File: src/rtl/vga_pkg.sv
// Screen constants and motion-control encodings shared by the sprite logic.
package vga_pkg;

    localparam int unsigned H_VISIBLE = 640;
    localparam int unsigned V_VISIBLE = 480;

    typedef enum logic [1:0] {
        StIdle  = 2'd0,
        StAccel = 2'd1,
        StBrake = 2'd2
    } motion_state_e;

    typedef enum logic [1:0] {
        ReqNone  = 2'd0,
        ReqLeft  = 2'd1,
        ReqRight = 2'd2
    } motion_req_e;

endpackage

File: src/rtl/btn_debounce.sv
// Push-button conditioner: 2-flop synchronizer plus a frame-rate debounce counter.
module btn_debounce #(
    parameter int unsigned DEBOUNCE_FRAMES = 2
) (
    input  logic clk,
    input  logic reset,
    input  logic btn,
    input  logic tick,
    output logic level
);

    logic [1:0] sync_q, sync_d;
    logic [2:0] cnt_q, cnt_d;
    logic       level_q, level_d;

    always_ff @(posedge clk or posedge reset) begin
        if (reset) begin
            sync_q  <= '0;
            cnt_q   <= '0;
            level_q <= 1'b0;
        end else begin
            sync_q  <= sync_d;
            cnt_q   <= cnt_d;
            level_q <= level_d;
        end
    end

    always_comb begin
        sync_d  = {sync_q[0], btn};
        cnt_d   = cnt_q;
        level_d = level_q;
        if (tick) begin
            if (sync_q[1] != level_q) begin
                if (cnt_q + 3'd1 == 3'(DEBOUNCE_FRAMES)) begin
                    level_d = ~level_q;
                    cnt_d   = '0;
                end else begin
                    cnt_d = cnt_q + 3'd1;
                end
            end else begin
                cnt_d = '0;
            end
        end
    end

    assign level = level_q;

endmodule

File: src/rtl/sprite_motion_ctrl.sv
// Frame-rate sprite motion: vsync edge detect, accel/brake FSM and clamped x position.
module sprite_motion_ctrl
    import vga_pkg::*;
#(
    parameter int unsigned X_MIN            = 20,
    parameter int unsigned X_MAX            = 620,
    parameter int unsigned X_INIT           = 320,
    parameter int unsigned MAX_SPEED        = 4,
    parameter int unsigned DEBOUNCE_FRAMES  = 2,
    parameter bit          VSYNC_ACTIVE_LOW = 1'b0
) (
    input  logic       clk,
    input  logic       reset,
    input  logic       btn_left,
    input  logic       btn_right,
    input  logic       vsync,
    output logic [9:0] x_center,
    output logic [2:0] speed,
    output logic       dir,
    output logic       moving,
    output logic       hit_edge
);

    localparam logic [9:0]        XMin   = 10'(X_MIN);
    localparam logic [9:0]        XMax   = 10'(X_MAX);
    localparam logic signed [10:0] XMinS = 11'(X_MIN);
    localparam logic signed [10:0] XMaxS = 11'(X_MAX);
    localparam logic [2:0]        SpdMax = 3'(MAX_SPEED);

    logic [1:0]    vs_sync_q, vs_sync_d;
    logic          vs_prev_q, vs_prev_d;
    logic          frame_tick_q, frame_tick_d;
    logic          tick_q, tick_d;
    motion_state_e state_q, state_d;
    logic [2:0]    speed_q, speed_d;
    logic          dir_q, dir_d;
    logic [9:0]    x_q, x_d;
    logic          moving_q, moving_d;
    logic          hit_q, hit_d;

    logic          vs_act;
    logic          left_lvl, right_lvl;
    motion_req_e   req;
    logic signed [10:0] x_next;

    btn_debounce #(.DEBOUNCE_FRAMES(DEBOUNCE_FRAMES)) u_deb_left (
        .clk   (clk),
        .reset (reset),
        .btn   (btn_left),
        .tick  (frame_tick_q),
        .level (left_lvl)
    );

    btn_debounce #(.DEBOUNCE_FRAMES(DEBOUNCE_FRAMES)) u_deb_right (
        .clk   (clk),
        .reset (reset),
        .btn   (btn_right),
        .tick  (frame_tick_q),
        .level (right_lvl)
    );

    always_ff @(posedge clk or posedge reset) begin
        if (reset) begin
            vs_sync_q    <= '0;
            vs_prev_q    <= 1'b1;  // treat vsync as already asserted: needs a fresh edge
            frame_tick_q <= 1'b0;
            tick_q       <= 1'b0;
            state_q      <= StIdle;
            speed_q      <= '0;
            dir_q        <= 1'b1;
            x_q          <= 10'(X_INIT);
            moving_q     <= 1'b0;
            hit_q        <= 1'b0;
        end else begin
            vs_sync_q    <= vs_sync_d;
            vs_prev_q    <= vs_prev_d;
            frame_tick_q <= frame_tick_d;
            tick_q       <= tick_d;
            state_q      <= state_d;
            speed_q      <= speed_d;
            dir_q        <= dir_d;
            x_q          <= x_d;
            moving_q     <= moving_d;
            hit_q        <= hit_d;
        end
    end

    always_comb begin
        vs_sync_d    = {vs_sync_q[0], vsync};
        vs_act       = VSYNC_ACTIVE_LOW ? ~vs_sync_q[1] : vs_sync_q[1];
        vs_prev_d    = vs_act;
        frame_tick_d = vs_act & ~vs_prev_q;
        tick_d       = frame_tick_q;

        if (left_lvl == right_lvl) req = ReqNone;
        else if (left_lvl)         req = ReqLeft;
        else                       req = ReqRight;

        state_d = state_q;
        speed_d = speed_q;
        dir_d   = dir_q;
        x_d     = x_q;
        hit_d   = 1'b0;
        x_next  = $signed({1'b0, x_q});

        if (tick_q) begin
            unique case (state_q)
                StIdle: begin
                    if (req == ReqRight && x_q != XMax) begin
                        state_d = StAccel;
                        dir_d   = 1'b1;
                        speed_d = 3'd1;
                    end else if (req == ReqLeft && x_q != XMin) begin
                        state_d = StAccel;
                        dir_d   = 1'b0;
                        speed_d = 3'd1;
                    end
                end
                StAccel: begin
                    if ((req == ReqRight && dir_q) || (req == ReqLeft && !dir_q)) begin
                        speed_d = (speed_q >= SpdMax) ? SpdMax : speed_q + 3'd1;
                    end else begin
                        speed_d = (speed_q == 3'd0) ? 3'd0 : speed_q - 3'd1;
                        state_d = (speed_d == 3'd0) ? StIdle : StBrake;
                    end
                end
                StBrake: begin
                    speed_d = (speed_q == 3'd0) ? 3'd0 : speed_q - 3'd1;
                    if (speed_d == 3'd0) state_d = StIdle;
                end
                default: begin
                    state_d = StIdle;
                    speed_d = '0;
                end
            endcase

            if (dir_d) x_next = $signed({1'b0, x_q}) + $signed({8'b0, speed_d});
            else       x_next = $signed({1'b0, x_q}) - $signed({8'b0, speed_d});

            if (x_next > XMaxS || x_next < XMinS) begin
                x_d     = (x_next > XMaxS) ? XMax : XMin;
                speed_d = '0;
                state_d = StIdle;
                hit_d   = 1'b1;
            end else begin
                x_d = x_next[9:0];
            end
        end

        moving_d = (state_d != StIdle);
    end

    assign x_center = x_q;
    assign speed    = speed_q;
    assign dir      = dir_q;
    assign moving   = moving_q;
    assign hit_edge = hit_q;

endmodule

File: config.mk
export PLATFORM = sky130hd
export DESIGN_NAME = sprite_motion_ctrl
export DESIGN_NICKNAME = d
export VERILOG_FILES = /design/src/rtl/vga_pkg.sv /design/src/rtl/btn_debounce.sv /design/src/rtl/sprite_motion_ctrl.sv
export SDC_FILE = /design/constraint.sdc
export NUM_CORES = 1
export LEC_CHECK = 0
export BUFFER_PORTS_ARGS = -buffer_cell sky130_fd_sc_hd__buf_2
export CAP_MARGIN = 20
export CORE_MARGIN = 2
export CORE_UTILIZATION = 29
export CTS_BUF_LIST = sky130_fd_sc_hd__clkbuf_4 sky130_fd_sc_hd__clkbuf_8
export DETAILED_ROUTE_END_ITERATION = 10
export PLACE_DENSITY = 0.46
export RECOVER_POWER = 50
export SLEW_MARGIN = 20
export SYNTH_ARGS = -nofsm -noshare
export SYNTH_HDL_FRONTEND = slang
export SYNTH_SLANG_ARGS = --single-unit
export TNS_END_PERCENT = 1
File: constraint.sdc
create_clock -name clk -period 6 [get_ports clk]
set_clock_uncertainty 0.15 [all_clocks]
set_input_delay 1.2 -clock clk [delete_from_list [all_inputs] [get_ports clk]]
set_output_delay 1.2 -clock clk [all_outputs]
set_load 0.01 [all_outputs]
# After elaboration in Yosys (flattened, before gate mapping)
# Index checks and enable logic that the tools add are counted.
# classes
add_sub_neg	6
magnitude_cmp	3
n_eq_ne	11
muxes	32
bitwise_logic	4
reduce_logical	13
# ops
op	count
3-bit two-way mux	11
11-bit two-way mux	2
10-bit two-way mux	2
2-bit two-way mux	9
10-bit by 3-bit adder with 11-bit output	1
11-bit > comparator (second input constant)	1
11-bit by 6-bit less-than comparator with 1-bit output (second input constant)	1
10-bit by 3-bit subtractor with 11-bit output	1
10-bit != test (second input constant)	1
10-bit by 5-bit != test with 1-bit output (second input constant)	1
3-bit by 1-bit adder with 3-bit output (second input constant)	3
3-bit case mux with 3 select lines	1
3-bit by 2-bit equality test with 1-bit output (second input constant)	2
3-bit logical NOT	2
1-bit two-way mux	6
2-bit case mux with 3 select lines	1
3-bit AND reduction	2
2-bit by 1-bit equality test with 1-bit output (second input constant)	2
2-bit equality test (second input constant)	2
1-bit logical AND	4
3-bit >= comparator (second input constant)	1
1-bit NOT	3
3-bit by 1-bit subtractor with 3-bit output (second input constant)	1
2-bit logical NOT	1
6 further kinds	8
# totals
regBits	35
in_bits	5
output_inout_bits	16
elab_cells	85

# Depth between registers and ports, before layout
# Gate-level depths: netlist of run 1.
# depth
ltp_word	16
mapped_depth	22
depth_no_buf	21

# Hierarchy
# A second synthesis of run 1 with hierarchy kept.
# unflattened
cells_unflattened	282
area_unflattened_um2	2514.9
# by_module_without_submodules
module	n_inst	cells_each	area_each_um2	seq_area_each_um2
sprite_motion_ctrl	1	236	1971.9	580.6
btn_debounce	2	23	271.5	150.1

# Worst setup path after synthesis of run 1
# OpenSTA, ideal clock, no wires.
# synth_path
path_type	reg2reg
start	reg x_q[6], in the netlist x_center[6]
end	reg speed_q[1], in the netlist speed[1]
setup_ns	0.144
arrival_time_ns	4.613
t_required_ns	5.706
path_slack_ns	1.093
stages_incl_launch_ff	23
n_path_buf	2
period_less_slack_ns	4.907
path_cell_list	dfstp_2 -> buf_2 -> nor3b_1 -> nor3b_1 -> a31oi_1 -> a21oi_1 -> and2_1 -> a221oi_1 -> nor2b_1 -> ha_1 -> nor2_1 -> a21oi_1 -> ha_1 -> o21a_1 -> a21oi_1 -> o21bai_1 -> a211o_1 -> o22ai_1 -> xnor2_1 -> or4b_1 -> buf_2 -> nand4_2 -> o22ai_1
# synth_between
elab_chain_cells	12
elab_cells_between_ends	20
classes_between	2 x add/sub; 2 x order compare; 2 x eq/ne; 11 x mux; 3 x reduce/logical
# synth_rtl
element	line	source
start, declared	sprite_motion_ctrl.sv:37	logic [9:0] x_q, x_d;
start signal, assigned	sprite_motion_ctrl.sv:71	x_q <= 10'(X_INIT);
10-bit by 5-bit != test with 1-bit output	sprite_motion_ctrl.sv:113	end else if (req == ReqLeft && x_q != XMin) begin
1-bit logical AND	sprite_motion_ctrl.sv:113	
3-bit two-way mux	sprite_motion_ctrl.sv:113	
3-bit two-way mux	sprite_motion_ctrl.sv:109	if (req == ReqRight && x_q != XMax) begin
3-bit case mux with 3 select lines	sprite_motion_ctrl.sv:107	unique case (state_q)
3-bit two-way mux	sprite_motion_ctrl.sv:106	if (tick_q) begin
10-bit by 3-bit subtractor with 11-bit output / 10-bit by 3-bit adder with 11-bit output (equally long branches)	sprite_motion_ctrl.sv:138, sprite_motion_ctrl.sv:137	
11-bit two-way mux	sprite_motion_ctrl.sv:137	if (dir_d) x_next = $signed({1'b0, x_q}) + $signed({8'b0, speed_d});
11-bit two-way mux	sprite_motion_ctrl.sv:106	
11-bit > comparator / 11-bit by 6-bit less-than comparator with 1-bit output (equally long branches)	sprite_motion_ctrl.sv:140	if (x_next > XMaxS || x_next < XMinS) begin
1-bit logical OR	sprite_motion_ctrl.sv:140	
3-bit two-way mux (*)	sprite_motion_ctrl.sv:140	
end signal, assigned	sprite_motion_ctrl.sv:80	speed_q <= speed_d;
end, declared	sprite_motion_ctrl.sv:35	logic [2:0] speed_q, speed_d;
# Mark *: on every way between the ends. The rest lies on a longest branch, timed or not. The select of a mux whose other input is x is not followed.
# A chain may end at the register's enable or synchronous reset.

# Final worst setup path of run 1
# layout_path
start	reg x_q[6], in the netlist x_center[6]
end	reg moving_q, in the netlist moving
# layout_between
elab_chain_cells	14
elab_cells_between_ends	25
classes_between	2 x add/sub; 2 x order compare; 2 x eq/ne; 15 x mux; 4 x reduce/logical
# layout_rtl
element	line	source
10-bit by 5-bit != test with 1-bit output	sprite_motion_ctrl.sv:113	
1-bit logical AND	sprite_motion_ctrl.sv:113	
3-bit two-way mux	sprite_motion_ctrl.sv:113	
3-bit two-way mux	sprite_motion_ctrl.sv:109	
3-bit case mux with 3 select lines	sprite_motion_ctrl.sv:107	
3-bit two-way mux	sprite_motion_ctrl.sv:106	
10-bit by 3-bit subtractor with 11-bit output / 10-bit by 3-bit adder with 11-bit output (equally long branches)	sprite_motion_ctrl.sv:138, sprite_motion_ctrl.sv:137	
11-bit two-way mux	sprite_motion_ctrl.sv:137	
11-bit two-way mux	sprite_motion_ctrl.sv:106	
11-bit > comparator / 11-bit by 6-bit less-than comparator with 1-bit output (equally long branches)	sprite_motion_ctrl.sv:140	
1-bit logical OR	sprite_motion_ctrl.sv:140	
2-bit two-way mux (*)	sprite_motion_ctrl.sv:140	
2-bit two-way mux (*)	sprite_motion_ctrl.sv:106	
2-bit nonzero test (*)	sprite_motion_ctrl.sv:150	moving_d = (state_d != StIdle);
named net moving_d	sprite_motion_ctrl.sv:38	logic moving_q, moving_d;
end signal, assigned	sprite_motion_ctrl.sv:83	moving_q <= moving_d;
end, declared	sprite_motion_ctrl.sv:38	
# Mark *: on every way through the listed nets, which the timed path passes. The rest lies on a longest branch. The select of a mux whose other input is x is not followed.

==> metrics.txt, run 1 <==
EDFF count, synth=0; Arrival @ worst endpoint=5.42 ns; worst path required time=6.00 ns; GPL Wtd Cong=0.774; Finish-stage setup viols=0; Skew-Pair Late Insertion Delay=0.28 ns; DP HPWL=4450 um; H-tree depth=2; Initial Utilization=30.0%; Cell Area, Synth=0.00248 sq mm; wire length per cell=15.0 um; final setup TNS=0 ns; Pre-antenna DRT Iters=4; vias per cell=5.23; CTS sink count=35; top cells by area, synth=dfrtp_1 (31%), ha_1 (7.6%), dfstp_2 (4.2%); register bit total from synthesis=35; Core ar.=0.00826 sq mm; Rel. slew slack=-24.3%; P&R area growth vs syn=11.3%; I/O Buffers=20; Via Count=2,036; Post-Syn Nets=287; crit-path max FO=12; die area=0.00929 sq mm; DRC viols=0; # IOs=21; fraction of layout cells with a size suffix above 1=17.6%; GR Overflow Total=0; hold slack final=0.198 ns; die width=96.4 um; # Max-Cap Violations=1; Top FF cell, synth=dfrtp_1; WS Path Type=reg2reg; HP Class=reg2reg; vias in the first global route=1,969; largest net degree at the start of global routing=36; Worst-path clk slew=0.07 ns; Synth warnings=0; count leader, synth=dfrtp_1; final cycle utilization of the critical path=90.4%; antenna violations before repair=0; Synth async-reset ratio=100%; top post-synthesis cells by count=dfrtp_1 (31), inv_1 (17), nand2_1 (16), a21oi_1 (15), ha_1 (15); final WL=5840 um; first-pass GRT wire length=9830 um; top cell type's share of synthesized area=31.3%; initial drt markers=115; Final Instance Area=0.00276 sq mm; num rows=33; failing checks=capacitance limit, slew limit; Final nets=305; RSZ-0062 raised after global routing=false; Mapped Cells=266; CTS Buf Count=5; Post-Syn Area per Cell=9.31 sq um; CP Launch Type=flip-flop; Max Clock Freq=184 MHz; DIE HEIGHT=96.4 um; CTS root buffer=clkbuf_8; Max Transition Viols Final=36; status=finished, violations left; dpl cell area=0.00267 sq mm; post-layout min period=5.42 ns; Total GRT Usage=13.6%; Ant. Diodes=0; Post-DRT Antenna Nets=0; crit end category=flip-flop; clk buf depth=2; post-synth top area cell=dfrtp_1; CTS tree=built; Hold Violations, Final=0; synth unique cells=62; register area share after synthesis=35.6%; Tightest Pin Transition=1.86 ns
-- final cells by class --
class | instances | area [sq um]
Fill cell | 890 | 5500
Multi-Input combinational cell | 204 | 1490
Sequential cell | 35 | 881
Tap cell | 105 | 131
Timing Repair Buffer | 21 | 104
Clock buffer | 6 | 82.6
Inverter | 17 | 63.8
Clock inverter | 1 | 5.00
-- state kept, by name (all words and copies together), names as in the netlist, 2 cells and up --
register,count
x_center,10
u_deb_left.sync_q,2
u_deb_right.sync_q,2
state_q,2
speed,3
vs_sync_q,2
u_deb_right.cnt_q,3
u_deb_left.cnt_q,3
-- worst paths after layout --
path / from / end / slack, ns / cells past startpoint
max: x_center[6]$_DFFE_PP1P_ / moving$_DFF_PP0_ / 0.58 / 20
min: vs_sync_q[0]$_DFF_PP0_ / vs_sync_q[1]$_DFF_PP0_ / 0.20 / 0
max reg2reg: x_center[6]$_DFFE_PP1P_ / moving$_DFF_PP0_ / 0.58 / 20
min reg2reg: vs_sync_q[0]$_DFF_PP0_ / vs_sync_q[1]$_DFF_PP0_ / 0.20 / 0
max in group asynchronous: reset / state_q[1]$_DFF_PP0_ / 3.21 / 3
min in group asynchronous: reset / vs_sync_q[0]$_DFF_PP0_ / 1.42 / 3
-- metrics by stage --
stage	cells	worst slack (ns)	util [%]
global route	389	0.154	33.4
detailed placement	382	0.484	32.3
CTS	389	0.467	33.3
floorplan	266	1.09	-
finish	389	0.577	33.4
global placement	382	0.570	32.3
-- cell usage in the layout (no fill, tap or decap), types with 3 or more instances in the layout --
master / synthesis / final
a211o_1: 5 / 5
a21o_1: 5 / 5
a21oi_1: 15 / 15
a31oi_1: 4 / 4
and2_1: 5 / 5
buf_2: 3 / 20
clkbuf_8: 0 / 6
dfrtp_1: 31 / 31
dfstp_2: 4 / 4
ha_1: 15 / 15
inv_1: 17 / 17
mux2_2: 3 / 3
mux2i_1: 3 / 3
nand2_1: 16 / 16
nand2b_1: 4 / 4
nand3_1: 9 / 9
nand4_1: 5 / 5
nor2_1: 14 / 14
nor2b_1: 5 / 5
nor3_1: 8 / 8
nor3b_1: 3 / 3
o211ai_1: 3 / 3
o21ai_0: 14 / 14
o21bai_1: 3 / 3
o22ai_1: 7 / 7
o2bb2ai_1: 4 / 4
or2_2: 3 / 3
or3_1: 3 / 3
xnor2_1: 6 / 6
xor2_1: 5 / 5
-- repair_timing --
item,CTS,global route
hold buffers,0,0
gates resized for setup,0,1
buffers inserted,0,0
setup endpoints to repair,0,3
-- per-layer routing --
metal  wire (um)  up-vias  global-route usage (%)
li1            -     1020                       -
met1        2770      980                    18.1
met2        2790       31                    22.9
met3         234        5                    2.87
met4          38        0                    2.46
met5           0        -                       0
-- worst max-delay path, stage by stage (launching register included) --
cell	delay, ns
dfstp_2	0.65
nor3b_1	0.09
nor3b_1	0.14
a31oi_1	0.17
a21oi_1	0.09
and2_1	0.20
a221oi_2	0.32
nor2b_1	0.24
ha_1	0.25
nor2_1	0.10
a21oi_1	0.05
ha_1	0.36
o21a_1	0.19
a21oi_1	0.37
o21bai_1	0.19
a211o_1	0.32
o22ai_1	0.18
xnor2_1	0.18
or4b_1	0.65
nand4_2	0.27
o22ai_1	0.13
-- cell families (layout without fill, tap and decap cells) --
kind of cell / Yosys count / in the layout / share of synthesized area, %
simple gates: 88 / 88 / 20.8
compound gates: 82 / 82 / 23.6
flops: 35 / 35 / 35.6
buf+inv: 27 / 45 / 4.55
fa+ha+maj: 16 / 16 / 8.39
xor+xnor: 11 / 11 / 3.89
mux: 7 / 7 / 3.13
Power of run 1 is not shown: default switching activity piles up to over one toggle a cycle in this logic, so the estimate is an artifact.
==> run 2: changes to the inputs <==
CORE_UTILIZATION = 62   (was 29)
PLACE_DENSITY = 0.83   (was 0.46)
==> run 2 against run 1 <==
Effect of this change: the run still ends with capacitance limit, slew limit left; non-clock buffer count did not move; critical path depth did not move; die area shrank 51%; register-to-register slack better by 0.03 ns; global-route usage grew 13 points; sequential share of layout area grew 0.91 points; utilization increased by 38 points; cell count down 14%; sequential cell count unchanged; wire length fell by 9.7%; clock-buffer cell count unchanged.
==> metrics.txt, run 2 (synthesis gave the netlist of run 1 again) <==
status=finished, violations left; failing checks=capacitance limit, slew limit; GR Overflow Total=0 (unchanged); number of flip-flops in the largest register=10 (unchanged); worst flop-to-flop path startpoint=x_center[6]$_DFFE_PP1P_; CTS tree=built; PostCTS Resize Cnt=0 (unchanged); worst path required time=6.00 ns (about the same); DP HPWL=3980 um (-11%); die area=0.00452 sq mm (-51%); placed cells=325 (-15%); die width=67.2 um (-30%); CP max stage delay=0.64 ns (about the same); Initial Utilization=66.1% (+36 points); most common cell after layout, fill and taps aside=dfrtp_1; RSZ-0062 raised after global routing=false; num rows=22 (-33%); CTS Buf Count=5 (unchanged); Post-Layout Cell Count=333 (-14%); Crit-path slowest cell=dfstp_2; fraction of layout cells with a size suffix above 1=17.5% (-0.062 points); vias in the first global route=1,936 (-1.7%); Arrival @ worst endpoint=5.39 ns (-0.03 ns); final setup TNS=0 ns (unchanged); Hold Buf Count CTS=0 (unchanged); CP bufs+invs=0 (unchanged); CP Launch Type=flip-flop; crit-path max FO=12 (unchanged); WS Path Type=reg2reg; most frequent CP cell=a21oi_1; hold slack final=0.202 ns (+0.00446 ns); most frequent cells in the layout=dfrtp_1 (31), buf_2 (20), inv_1 (17), nand2_1 (16); DIE HEIGHT=67.2 um (-30%); Final nets=305 (unchanged); Hold Violations, Final=0 (unchanged); Total GRT Usage=26.7% (+13 points); Tightest Pin Transition=1.79 ns (-0.0764 ns); DRC viols=0 (unchanged); CTS root buffer=clkbuf_8; I/O Buffers=20 (unchanged); Skew-Pair Late Insertion Delay=0.29 ns (about the same); CTS sink count=35 (unchanged); final cycle utilization of the critical path=89.9% (-0.50 points); # Max-Cap Violations=1 (unchanged); Via Count=2,038 (+0.098%); vias per cell=6.12 (+17%); Post-CTS Setup Inserts=0 (unchanged); Critical Path Source=x_center[6]$_DFFE_PP1P_; HP Class=reg2reg; Post-DRT Antenna Nets=0 (unchanged); CP Cell Sequence=nor3b_1, nor3b_1, a31oi_1, a21oi_1, and2_1, a221oi_1, nor2b_1, ha_1, nor2_1, a21oi_1, ha_1, o21a_1, a21oi_1, o21bai_1, a211o_1, o22ai_1, xnor2_1, or4b_1, nand4_2, o22ai_1; final WL=5270 um (-9.7%); Worst-path clk slew=0.07 ns (about the same); min-delay src=u_deb_left.sync_q[0]$_DFF_PP0_; # IOs=21 (unchanged); Core ar.=0.00374 sq mm (-55%); crit end category=flip-flop; initial drt markers=141 (+23%); post-layout min period=5.39 ns (-0.0298 ns); Max Clock Freq=185 MHz (+0.55%); dpl cell area=0.00259 sq mm (-2.7%); GPL Wtd Cong=0.964 (+25%); first-pass GRT wire length=8940 um (-9.0%); Rel. slew slack=-19.2% (+5.1 points); wire length per cell=15.8 um (+5.5%); cell family with most CP delay=compound AO/OA/AOI/OAI gates; H-tree depth=2 (unchanged); P&R area growth vs syn=8.24%; Ant. Diodes=0 (unchanged); Finish-stage setup viols=0 (unchanged); clk buf depth=2 (unchanged); Final Instance Area=0.00268 sq mm (-2.8%); Pre-antenna DRT Iters=4 (unchanged); Max Transition Viols Final=36 (unchanged); largest net degree at the start of global routing=36 (unchanged); antenna violations before repair=0 (unchanged)
## run 2: cell types whose count changed in the layout (fill, tap and decap cells not counted), sizes merged
cell / change
clkinvlp: +1
## run 2: cell type report
cell class | instances | area, sq um
fill | 304 | 1060
timing repair buffer | 21 | 104
multi-input combinational | 204 | 1480
inverter | 17 | 63.8
tap | 48 | 60.1
sequential | 35 | 881
clock inverter | 2 | 12.5
clock buffer | 6 | 76.3
## run 2: worst paths after layout
path / end / slack (ns) / cells after the start
min: u_deb_left.sync_q[1]$_DFF_PP0_ / 0.20 / 0
max: speed[1]$_DFFE_PP0P_ / 0.61 / 20
max in group asynchronous: x_center[3]$_DFFE_PP0P_ / 3.29 / 3
max reg2reg: speed[1]$_DFFE_PP0P_ / 0.61 / 20
min in group asynchronous: x_center[7]$_DFFE_PP0P_ / 1.39 / 3
min reg2reg: u_deb_left.sync_q[1]$_DFF_PP0_ / 0.20 / 0
## run 2: per-stage QoR
step | worst slack (ns) | util, %
after global routing | 0.161 | 71.6
final | 0.607 | 71.6
after CTS | 0.658 | 71.7
after detailed placement | 0.693 | 69.3
after floorplan | 1.09 | -
after global placement | 0.768 | 69.3
## run 2: routing by layer
metal	share of wire, %	up-vias	global-route usage [%]
li1	-	1024	-
met1	46	957	34.1
met2	49	49	45.0
met3	4.3	8	7.00
met4	1.4	0	7.14
met5	0	-	0
Power of run 2 is left out for the same reason.
==> run 3: changes to the inputs <==
--- a/config.mk
+++ b/config.mk
@@ -8,4 +8,5 @@
 export BUFFER_PORTS_ARGS = -buffer_cell sky130_fd_sc_hd__buf_2
 export CAP_MARGIN = 20
+export CORE_ASPECT_RATIO = 0.75
 export CORE_MARGIN = 2
 export CORE_UTILIZATION = 62
@@ -14,4 +15,5 @@
 export PLACE_DENSITY = 0.83
 export RECOVER_POWER = 50
+export SKIP_CTS_REPAIR_TIMING = 1
 export SLEW_MARGIN = 20
 export SYNTH_ARGS = -nofsm -noshare
==> constraint.sdc (replaced) <==
create_clock -name clk -period 6 [get_ports clk]
set_clock_uncertainty 0.15 [all_clocks]
set_input_delay 0.3 -clock clk [delete_from_list [all_inputs] [get_ports clk]]
set_output_delay 0.3 -clock clk [all_outputs]
set_load 0.01 [all_outputs]
==> run 3 against run 2 <==
Effect of this change: the run still ends with capacitance limit, slew limit left; highest routed layer unchanged; register-to-register slack lost 0.05 ns; critical path depth is the same; wire length grew 7.3%; global-route usage shrank 0.39 points; worst setup slack lost 0.046 ns.
==> metrics.txt, run 3 (synthesis gave the netlist of run 1 again) <==
status=finished, violations left; failing checks=capacitance limit, slew limit; CTS Buf Count=5 (unchanged); CTS sink count=35 (unchanged); fraction of layout cells with a size suffix above 1=17.9% (+0.33 points); antenna violations before repair=0 (unchanged); Total GRT Usage=26.3% (-0.39 points); crit end category=flip-flop; final setup TNS=0 ns (unchanged); CP max stage delay=0.65 ns (about the same); # Max-Cap Violations=1 (unchanged); vias in the first global route=1,898 (-2.0%); Ant. Diodes=0 (unchanged); GR Overflow Total=0 (unchanged); final cycle utilization of the critical path=90.6% (+0.76 points); Tightest Pin Transition=1.78 ns (-0.00969 ns); worst path required time=6.00 ns (about the same); I/O Buffers=20 (unchanged); most common cell after layout, fill and taps aside=dfrtp_1; CP Cell Sequence=nor3b_1, nor3b_1, a31oi_1, a21oi_1, and2_1, a221oi_1, nor2b_1, ha_1, nor2_1, a21oi_1, ha_1, o21a_1, a21oi_1, o21bai_1, a211o_1, o22ai_1, xnor2_1, or4b_1, nand4_2, o22ai_1; internal reg-to-reg setup slack=0.56 ns (-0.05 ns); Hold Violations, Final=0 (unchanged); DP HPWL=4120 um (+3.6%); number of flip-flops in the largest register=10 (unchanged); Final nets=311 (+2.0%); most frequent cells in the layout=dfrtp_1 (31), buf_2 (20), inv_1 (17), nand2_1 (16); RSZ-0062 raised after global routing=false; die area=0.00452 sq mm (+0.12%); post-layout min period=5.44 ns (+0.0457 ns); Via Count=2,211 (+8.5%); Max Transition Viols Final=36 (unchanged); first-pass GRT wire length=9310 um (+4.1%); DRC viols=0 (unchanged); final WL=5660 um (+7.3%); Skew-Pair Late Insertion Delay=0.29 ns (about the same); CTS tree=built; WS Path Type=reg2reg; P&R area growth vs syn=10.9%; Pre-antenna DRT Iters=5 (+1); CP Launch Type=flip-flop; H-tree depth=2 (unchanged); Rel. slew slack=-18.5% (+0.65 points); largest net degree at the start of global routing=36 (unchanged); num rows=19 (-14%); die width=77.0 um (+15%); Finish-stage setup viols=0 (unchanged); initial drt markers=428 (+200%); Max Clock Freq=184 MHz (-0.84%); Crit-path slowest cell=dfstp_2; Worst-path clk slew=0.07 ns (about the same); # IOs=21 (unchanged); HP Class=reg2reg; CTS root buffer=clkbuf_8; most frequent CP cell=a21oi_1; crit-path max FO=12 (unchanged); Arrival @ worst endpoint=5.44 ns (+0.05 ns); clk buf depth=2 (unchanged); GPL Wtd Cong=0.976 (+1.2%); Core ar.=0.00373 sq mm (-0.30%); wire length per cell=16.5 um (+4.2%); Post-DRT Antenna Nets=0 (unchanged); Initial Utilization=66.3% (+0.20 points); DIE HEIGHT=58.7 um (-13%); vias per cell=6.45 (+5.3%)
[run 3: cell count changes in the layout (fill, tap and decap cells not counted), sizes merged]
cell         before  now
dlygate4sd3       0    4
buf              20   22
clkbuf            7    8
clkinvlp          1    0
[run 3: layout make-up]
cell class | count | area [sq um]
repair buffers | 27 | 159
flip-flops and latches | 35 | 881
clock buffers | 7 | 90.1
multi-input cells | 204 | 1480
well taps | 52 | 65.1
inverters | 17 | 63.8
clock inverters | 1 | 5.00
fillers | 272 | 986
[run 3: worst max-delay path, delay by kind of cell (launching register included)]
family                     cells  cell delay [ns]
DFF                            1             0.65
xor gates and xnor gates       1             0.17
and+or+nand+nor                7             1.68
AOI/OAI and AO/OA             10             2.02
adders and majority gates      2             0.61
[run 3: worst paths after layout]
| path | start | endpoint | depth (start not counted) |
|---|---|---|---|
| max | x_center[6]$_DFFE_PP1P_ | moving$_DFF_PP0_ | 20 |
| min | u_deb_right.sync_q[0]$_DFF_PP0_ | u_deb_right.sync_q[1]$_DFF_PP0_ | 0 |
| max reg2reg | x_center[6]$_DFFE_PP1P_ | moving$_DFF_PP0_ | 20 |
| min reg2reg | u_deb_right.sync_q[0]$_DFF_PP0_ | u_deb_right.sync_q[1]$_DFF_PP0_ | 0 |
| max in group asynchronous | reset | x_center[0]$_DFFE_PP0P_ | 4 |
| min in group asynchronous | reset | u_deb_left.cnt_q[1]$_DFFE_PP0P_ | 4 |
[run 3: per-layer routing]
metal	vias up	share of wire, %	global-route usage (%)
met1	1084	50	39.0
met2	86	44	41.7
met4	0	0.55	4.59
met3	5	5.4	4.60
li1	1036	-	-
met5	-	0	0
[run 3: through the flow]
stage                     area [sq um]  utilization [%]  hold WS, ns  instances  setup WS [ns]
after global placement            2620             70.1        0.182        331          0.755
final                             2750             73.6        0.205        343          0.561
after global routing              2750             73.6        0.211        343          0.148
after detailed placement          2620             70.1        0.186        331          0.655
after CTS                         2710             72.6      -0.0473        339          0.617
after floorplan                   2480                -        0.181        266           1.09
Power of run 3 is left out for the same reason.
